==> src/rtl/midi_msg_parser.sv <==
`default_nettype none
// ============================================================================
// midi_msg_parser : assembles received MIDI bytes into complete messages
// (running status, SysEx skip, real-time passthrough, valid/ready output).
// Revision: 1.0
// ============================================================================
module midi_msg_parser #(
  parameter bit NORM_NOTEOFF = 1'b1
) (
  input  logic       i_clk,
  input  logic       i_res,
  input  logic       i_rx_flg,
  input  logic [7:0] i_rx_data,
  output logic       o_msg_vld,
  input  logic       i_msg_rdy,
  output logic [7:0] o_status,
  output logic [6:0] o_data1,
  output logic [6:0] o_data2,
  output logic       o_rt_vld,
  output logic [7:0] o_rt_byte,
  output logic       o_err,
  output logic       o_ovf
);

  typedef enum logic [1:0] {
    NO_RS   = 2'd0,
    WAIT_D1 = 2'd1,
    WAIT_D2 = 2'd2,
    SYSEX   = 2'd3
  } state_t;

  state_t     state;
  logic [7:0] cur_status;  // doubles as the running status while rs_valid is set
  logic       rs_valid;
  logic [6:0] data1_q;

  logic       is_rt;
  logic       is_data;
  logic       accept;
  logic       done;
  logic [7:0] new_status;
  logic [6:0] new_d1;
  logic [6:0] new_d2;

  function automatic logic one_data_byte(input logic [7:0] s);
    return (s[7:4] == 4'hC) || (s[7:4] == 4'hD) || (s == 8'hF1) || (s == 8'hF3);
  endfunction

  always_comb begin
    is_rt      = (i_rx_data[7:3] == 5'b11111);
    is_data    = ~i_rx_data[7];
    accept     = o_msg_vld & i_msg_rdy;
    done       = 1'b0;
    new_status = cur_status;
    new_d1     = 7'd0;
    new_d2     = 7'd0;
    if (i_rx_flg && !is_rt) begin
      if (i_rx_data == 8'hF6) begin
        done       = 1'b1;
        new_status = 8'hF6;
      end else if (is_data && (state == WAIT_D1) && one_data_byte(cur_status)) begin
        done   = 1'b1;
        new_d1 = i_rx_data[6:0];
      end else if (is_data && (state == WAIT_D2)) begin
        done   = 1'b1;
        new_d1 = data1_q;
        new_d2 = i_rx_data[6:0];
      end
    end
    // Note On with zero velocity is reported as Note Off on the same channel
    if (NORM_NOTEOFF && (new_status[7:4] == 4'h9) && (new_d2 == 7'd0)) begin
      new_status[7:4] = 4'h8;
    end
  end

  always_ff @(posedge i_clk or posedge i_res) begin
    if (i_res) begin
      state      <= NO_RS;
      cur_status <= 8'd0;
      rs_valid   <= 1'b0;
      data1_q    <= 7'd0;
      o_msg_vld  <= 1'b0;
      o_status   <= 8'd0;
      o_data1    <= 7'd0;
      o_data2    <= 7'd0;
      o_rt_vld   <= 1'b0;
      o_rt_byte  <= 8'd0;
      o_err      <= 1'b0;
      o_ovf      <= 1'b0;
    end else begin
      o_rt_vld <= 1'b0;
      o_err    <= 1'b0;
      o_ovf    <= 1'b0;

      if (done) begin
        if (!o_msg_vld || accept) begin
          o_msg_vld <= 1'b1;
          o_status  <= new_status;
          o_data1   <= new_d1;
          o_data2   <= new_d2;
        end else begin
          o_ovf <= 1'b1;
        end
      end else if (accept) begin
        o_msg_vld <= 1'b0;
      end

      if (i_rx_flg) begin
        if (is_rt) begin
          o_rt_vld  <= 1'b1;
          o_rt_byte <= i_rx_data;
        end else if (is_data) begin
          case (state)
            NO_RS: o_err <= 1'b1;
            WAIT_D1: begin
              data1_q <= i_rx_data[6:0];
              if (!one_data_byte(cur_status)) begin
                state <= WAIT_D2;
              end else if (!rs_valid) begin
                state <= NO_RS;
              end
            end
            WAIT_D2: begin
              data1_q <= 7'd0;
              state   <= rs_valid ? WAIT_D1 : NO_RS;
            end
            default: state <= state;
          endcase
        end else begin
          data1_q <= 7'd0;
          if (i_rx_data < 8'hF0) begin
            cur_status <= i_rx_data;
            rs_valid   <= 1'b1;
            state      <= WAIT_D1;
          end else begin
            rs_valid <= 1'b0;
            case (i_rx_data)
              8'hF0: state <= SYSEX;
              8'hF1, 8'hF2, 8'hF3: begin
                cur_status <= i_rx_data;
                state      <= WAIT_D1;
              end
              default: state <= NO_RS;
            endcase
          end
        end
      end
    end
  end

endmodule
`default_nettype wire

==> config.mk <==
export PLATFORM = sky130hd
export DESIGN_NAME = midi_msg_parser
export DESIGN_NICKNAME = d
export VERILOG_FILES = /design/src/rtl/midi_msg_parser.sv
export SDC_FILE = /design/constraint.sdc
export NUM_CORES = 1
export LEC_CHECK = 0
export BUFFER_PORTS_ARGS = -buffer_cell sky130_fd_sc_hd__buf_2
export CAP_MARGIN = 20
export CORE_ASPECT_RATIO = 1.25
export CORE_MARGIN = 5
export CORE_UTILIZATION = 50
export CTS_CLUSTER_DIAMETER = 50
export DETAILED_ROUTE_END_ITERATION = 8
export PLACE_DENSITY = 0.73
export SLEW_MARGIN = 20
export SYNTH_ARGS = -nofsm -noshare
export SYNTH_HDL_FRONTEND = slang
export SYNTH_SLANG_ARGS = --single-unit
==> constraint.sdc <==
create_clock -name i_clk -period 4.2 [get_ports i_clk]
set_input_delay 0.21 -clock i_clk [delete_from_list [all_inputs] [get_ports i_clk]]
set_output_delay 0.21 -clock i_clk [all_outputs]
set_load 0.03 [all_outputs]
==> summary.txt, run 1 <==
Worst setup path
  – FF-to-FF End: o_data1[6]
  – Worst EP required: 4.40 ns
  – R2R Setup Slk: 1.88 ns
  – Worst path max stage delay: 0.78 ns
  – Crit-path cells: nor3b_2, a21o_1, o211a_4, mux2_2
  – RR Startpoint: state[1]
  – FF-to-FF path depth: 4
  – CP top delay family: simple AND/OR/NAND/NOR gates
  – Worst Setup End Kind: flop
  – Buf+Inv Stages, Crit Path: 0
  – Crit-path slowest cell: nor3b_2
  – CP Class: flop to flop
  – Critical path data arrival time: 2.52 ns
  – Crit-path max FO: 22
  – Element type at the critical path start: flop

Synth
  – EDFF count, synth: 0
  – Post-synthesis sequential area ratio: 53.5%
  – Area leader, netlist: dfrtp_1
  – Seq cells post-synth: 52
  – Post-synth top area share: 53.5%
  – Syn nets: 210
  – Synthesized area: 2430 µm²
  – Post-synth top flop: dfrtp_1
  – Ys Warns: 0
  – Synth area leaders: dfrtp_1 54%, mux2_4 8.6%, mux2_2 6.0%
  – Async set-reset flop share out of synthesis: 100%
  – Cell variety after synth: 43
  – Cells after Synth: 198
  – Mean Syn Cell Area: 12.3 µm²

Floorplan
  – Die Ht: 88.0 µm
  – IO Count: 46
  – Die Width: 72.4 µm
  – Core box area: 4730 µm²
  – # rows: 28
  – Initial Util: 51.4%
  – Die area: 6370 µm²

Clock tree
  – CTS Buf Count: 5
  – Postcts setup bufs: 0
  – Hold Buf Count CTS: 0
  – Clk slew on worst S/H paths: 0.10 ns
  – CTS Sinks: 52
  – Clock Path Buffers: 2
  – CTS tree: done
  – H-Tree Depth: 2
  – Clk root buf: clkbuf_8
  – Skew-Pair Late Insertion Delay: 0.31 ns
  – Cts repair resizes: 0

GRT
  – Largest net degree at the start of global routing: 53
  – First-pass GRT wire length: 7940 µm
  – Initial antenna violation count: 0
  – Total GRT Usage: 16.2%
  – Global route overflow: 0
  – Vias in the first global route: 1676

Flow run
  – Max-cap violations: 0

STA
  – Final min period: 2.32 ns
  – Setup TNS: 0 ns
  – Fmax: 0.431 GHz
  – Final setup viols: 0
  – Tcrit/Tclk final: 55.2%
  – RSZ-0062 raised after global routing: false
  – Worst setup margin: 1.88 ns
  – Final hold slack: 0.0517 ns
  – Worst Skew: 0.0101 ns
  – Slew @ Worst Pin: 0.914 ns
  – Max-slew headroom: 38.8%
  – Slew Viols, Final: 0
  – Hold Vio Cnt, Final: 0

Routing
  – Met1 WL: 2130 µm
  – Final WL: 4750 µm
  – Wirelength per Cell: 15.7 µm
  – Iter 0 DRT Violations: 113
  – Final ANT Viol Nets: 0
  – Metal3 WL: 211 µm
  – First-pass detailed-route iteration total: 4
  – DR vias/cell: 5.51
  – Met2 WL post-DR: 2310 µm
  – Detailed-route DRC error count: 0
  – Vias: 1663
  – Uppermost layer routed: met4

Finish
  – Final Net Count: 253
  – Layout cells sized above 1: 36.0%
  – Finished Cell Area: 2760 µm²
  – Ant diodes: 0
  – Area growth syn-to-layout: 13.5%

Pwr
  – Static Leak: 1.39 nW
  – Max VDD drop: 0.265 mV
  – Cell Pwr Density: 570 nW/µm²

Placed design
  – Pre-CTS setup slack: 1.89 ns
  – Post-DP Area: 2650 µm²
  – PortBufs: 45
  – Post-DP HPWL: 3280 µm
  – Routability-driven placement congestion ratio: 0.770

Min path
  – HP Class: input port to async pin

Status
  – Status: finished, final reports clean
==> area by class of cell <==
type / instances / area, µm²
Inverter: 11 / 42.5
Multi-Input combinational cell: 126 / 1010
Clock inverter: 2 / 35.0
Sequential cell: 52 / 1300
Tap cell: 60 / 75.1
Timing Repair Buffer: 45 / 225
Fill cell: 409 / 1970
Clock buffer: 6 / 72.6
==> layout by cell type, fill, tap and decap left out, types with 2 or more instances in the layout <==
master / count
a22o_1: 6
mux2i_1: 6
a21oi_1: 3
nand2b_1: 7
nand2_1: 20
nor3b_1: 2
clkbuf_8: 5
buf_2: 45
dfrtp_1: 52
nor2_1: 6
mux2_2: 13
nand3_1: 2
and2_1: 2
and3_1: 8
o21ai_0: 14
clkinv_2: 2
inv_1: 10
mux2_4: 14
==> metal layers <==
metal / vias to the layer above / track usage [%]
met5: - / 0
li1: 786 / -
met3: 7 / 3.67
met4: 0 / 6.84
met2: 35 / 26.5
met1: 835 / 20.6
==> worst reg2reg max path, delay by kind of cell (launching register included) <==
kind	cells	cell delay [ns]
mux	1	0.39
compound gates	2	0.62
flops	1	0.44
simple gates	1	0.78
==> where the power goes <==
group	leakage (nW)	total (mW)	switching, mW	internal [mW]
clock network	0.0552	0.341	0.163	0.177
registers	0.652	0.697	0.0713	0.625
logic	0.679	0.536	0.336	0.200
total	1.39	1.57	0.571	1.00
==> flip-flops by register name (all words and copies together) (netlist names) <==
register    count
o_msg_vld       1
o_data2         7
o_status        8
state           2
o_data1         7
o_rt_vld        1
o_ovf           1
rs_valid        1
o_err           1
cur_status      8
data1_q         7
o_rt_byte       8
==> Yosys cell counts, types with 2 or more instances <==
library cell   n
dfrtp_1       52
mux2_2        13
nand3_1        2
mux2_4        14
nor3b_1        2
and3_1         8
buf_12         2
mux2i_1        6
buf_6          2
a21oi_1        3
clkbuf_1       3
inv_1         11
nand2_1       20
a22o_1         6
nor2_1         6
and2_1         2
o21ai_0       14
nand2b_1       7
==> kinds of logic after synthesis <==
group	count (synthesis)	synth area share, %
and+or+nand+nor	55	12.8
DFF	52	53.5
AOI/OAI and AO/OA	37	11.0
muxes	33	17.1
buffers and inverters	20	5.25
xor gates and xnor gates	1	0.360
==> how the worst max path moves through the flow <==
| stage | from | to | depth (start not counted) |
|---|---|---|---|
| after global routing | state[1] | o_data1[6] | 4 |
| after global placement | state[0] | o_data2[6] | 4 |
| final | state[1] | o_data1[6] | 4 |
| after CTS | state[1] | o_data1[6] | 4 |
| after detailed placement | state[1] | o_data1[6] | 4 |
| after floorplan | cur_status[2] | o_data1[0] | 6 |
==> stage by stage <==
step                power (mW)  std cells  utilization [%]
finish                    1.57        302             58.4
global route              1.66        302             58.4
detailed placement        1.25        294             55.9
CTS                       1.58        302             58.2
global placement          1.23        294             55.9
floorplan                 1.11        198                -
Power figures use the tool's default switching activity.
==> run 2, diff against run 1 <==
--- a/config.mk
+++ b/config.mk
@@ -9,10 +9,10 @@
 export CAP_MARGIN = 20
 export CORE_ASPECT_RATIO = 1.25
 export CORE_MARGIN = 5
-export CORE_UTILIZATION = 50
+export CORE_UTILIZATION = 49
 export CTS_CLUSTER_DIAMETER = 50
 export DETAILED_ROUTE_END_ITERATION = 8
-export PLACE_DENSITY = 0.73
+export PLACE_DENSITY = 0.75
 export SLEW_MARGIN = 20
 export SYNTH_ARGS = -nofsm -noshare
 export SYNTH_HDL_FRONTEND = slang
==> constraint.sdc (replaced) <==
create_clock -name i_clk -period 2 [get_ports i_clk]
set_input_delay 0.1 -clock i_clk [delete_from_list [all_inputs] [get_ports i_clk]]
set_output_delay 0.1 -clock i_clk [all_outputs]
set_load 0.03 [all_outputs]
==> run 2 against run 1 <==
Clock-buffer cell count did not move. Non-clock buffer count increased by 14. Routed wire length is 11% higher. Via count increased by 4.7%. Highest routed layer unchanged. Design area is 4.0% higher. Total power rose by 110%. Critical path depth did not move. Critical path type unchanged. First-iteration DRC count decreased by 19%.
==> summary.txt, run 2 (same netlist as run 1, synthesis figures left out) <==
Status
  – Status: finished, final reports clean

Floorplan
  – Core box area: 4760 µm² (+0.74%)
  – # rows: 28 (unchanged)
  – Die area: 6480 µm² (+1.8%)
  – Die Ht: 88.8 µm (+0.90%)
  – Initial Util: 51.0% (-0.38 points)
  – IO Count: 46 (unchanged)
  – Die Width: 73 µm (+0.88%)

Routing
  – Iter 0 DRT Violations: 92 (-19%)
  – Vias: 1741 (+4.7%)
  – Final ANT Viol Nets: 0 (unchanged)
  – Wirelength per Cell: 16.7 µm (+5.9%)
  – DR vias/cell: 5.49 (-0.26%)
  – Detailed-route DRC error count: 0 (unchanged)
  – First-pass detailed-route iteration total: 4 (unchanged)
  – Final WL: 5280 µm (+11%)

Worst setup path
  – Critical path origin: cur_status[2]
  – Element type at the critical path start: flop
  – Worst Setup End Kind: flop
  – Worst EP required: 2.19 ns (-2.21 ns)
  – Crit-path cells: nor4bb_2, o211a_1, o211a_4, mux2_2
  – Worst path max stage delay: 0.42 ns (-0.36 ns)
  – Crit-path slowest cell: dfrtp_1
  – RR Startpoint: cur_status[2]
  – Critical path data arrival time: 2.09 ns (-0.43 ns)
  – CP Class: flop to flop
  – Crit-path max FO: 10 (-55%)

Pwr
  – Cell Pwr Density: 1140 nW/µm² (+100%)
  – Static Leak: 1.45 nW (+4.6%)
  – Max VDD drop: 0.537 mV (+100%)

Placed design
  – Post-DP HPWL: 3680 µm (+12%)
  – Routability-driven placement congestion ratio: 0.816 (+6.0%)
  – Dpl cells: 307 (+4.4%)
  – PortBufs: 45 (unchanged)

Finish
  – Layout cells sized above 1: 38.9% (+3.0 points)
  – FILL cells: 422 (+3.2%)
  – Ant diodes: 0 (unchanged)
  – Most common cell after layout, fill and taps aside: dfrtp_1
  – Largest regs: cur_status: 8 flops, o_rt_byte: 8 flops, o_status: 8 flops
  – Area growth syn-to-layout: 18.1%
  – Commonest cells after routing, fill and taps aside: 52 x dfrtp_1, 45 x buf_2, 20 x nand2_1
  – Fin cells: 317 (+5.0%)
  – Final Net Count: 268 (+5.9%)

STA
  – Final hold slack: 0.108 ns (+0.0561 ns)
  – Final setup viols: 0 (unchanged)
  – Slew @ Worst Pin: 0.653 ns (-0.260 ns)
  – Max-slew headroom: 56.0% (+17 points)
  – Worst Skew: 0.00927 ns (-0.000797 ns)
  – Fmax: 0.527 GHz (+22%)
  – Setup TNS: 0 ns (unchanged)
  – Hold Vio Cnt, Final: 0 (unchanged)
  – RSZ-0062 raised after global routing: false
  – Final min period: 1.90 ns (-0.421 ns)
  – Tcrit/Tclk final: 94.9% (+40 points)
  – Slew Viols, Final: 0 (unchanged)

GRT
  – Vias in the first global route: 1821 (+8.7%)
  – Global route overflow: 0 (unchanged)
  – Initial antenna violation count: 0 (unchanged)
  – Total GRT Usage: 17.7% (+1.6 points)
  – First-pass GRT wire length: 8890 µm (+12%)
  – Largest net degree at the start of global routing: 30 (-43%)

Clock tree
  – Clk slew on worst S/H paths: 0.09 ns (about the same)
  – Clk root buf: clkbuf_8
  – Clock Path Buffers: 2 (unchanged)
  – CTS Sinks: 52 (unchanged)
  – Postcts setup bufs: 0 (unchanged)
  – CTS tree: done
  – Skew-Pair Late Insertion Delay: 0.31 ns (about the same)
  – H-Tree Depth: 2 (unchanged)
  – CTS Buf Count: 5 (unchanged)

Min path
  – HP Class: input port to flop
  – Hold path startpoint: i_rx_data[1]

Flow run
  – Max-cap violations: 0 (unchanged)
-- run 2: final cells by class --
type	instances	area [µm²]	area share, %
flip-flops and latches	52	1300	45.3
inverters	11	41.3	1.44
well taps	60	75.1	2.61
clock inverters	2	16.3	0.566
repair buffers	59	345	12.0
multi-input cells	127	1020	35.5
clock buffers	6	72.6	2.53
-- run 2: layer usage --
metal | share of wire [%] | wire length (µm) | track usage, %
met1 | 41 | 2170 | 21.8
met2 | 50 | 2630 | 30.2
met3 | 6.7 | 354 | 3.18
met4 | 2.3 | 121 | 8.05
met5 | 0 | 0 | 0
-- run 2: where the power goes --
part,switching [mW],internal [mW]
Combinational,0.752,0.482
Clock,0.352,0.250
Sequential,0.137,1.31
Total,1.24,2.04
-- run 2: worst paths after layout --
check / end / slack [ns] / cells past startpoint
worst max-delay path: o_data2[6] / 0.10 / 4
worst min register to register: o_rt_byte[7] / 0.46 / 1
worst max register to register: o_data2[6] / 0.10 / 4
min in group asynchronous: cur_status[7] / 0.36 / 3
max in group asynchronous: o_data1[0] / 1.11 / 4
worst min-delay path: data1_q[1] / 0.11 / 3
-- run 2: worst max-delay path, delay by kind of cell, from the launching register on --
kind,cells,cell delay [ns]
mux,1,0.36
simple gates,1,0.40
compound gates,2,0.61
flops,1,0.42
-- run 2: through the flow --
| stage | util (%) | total power [mW] | area, µm² | setup WS, ns |
|---|---|---|---|---|
| 3_3_place_gp | 57.8 | 2.67 | 2760 | 0.123 |
| 2_1_floorplan | - | 2.33 | 2430 | 0.208 |
| 5_1_grt | 60.3 | 3.49 | 2870 | 0.0250 |
| 3_5_place_dp | 57.8 | 2.70 | 2760 | 0.0596 |
| 4_1_cts | 59.9 | 3.30 | 2850 | 0.0259 |
| 6_report | 60.3 | 3.29 | 2870 | 0.103 |
-- run 2: repair_timing --
| action | in CTS | in global routing |
|---|---|---|
| hold endpoints to repair | 23 | 0 |
| resized for setup | 0 | 1 |
| hold buffers | 1 | 0 |
| endpoints found under the setup margin | 0 | 10 |
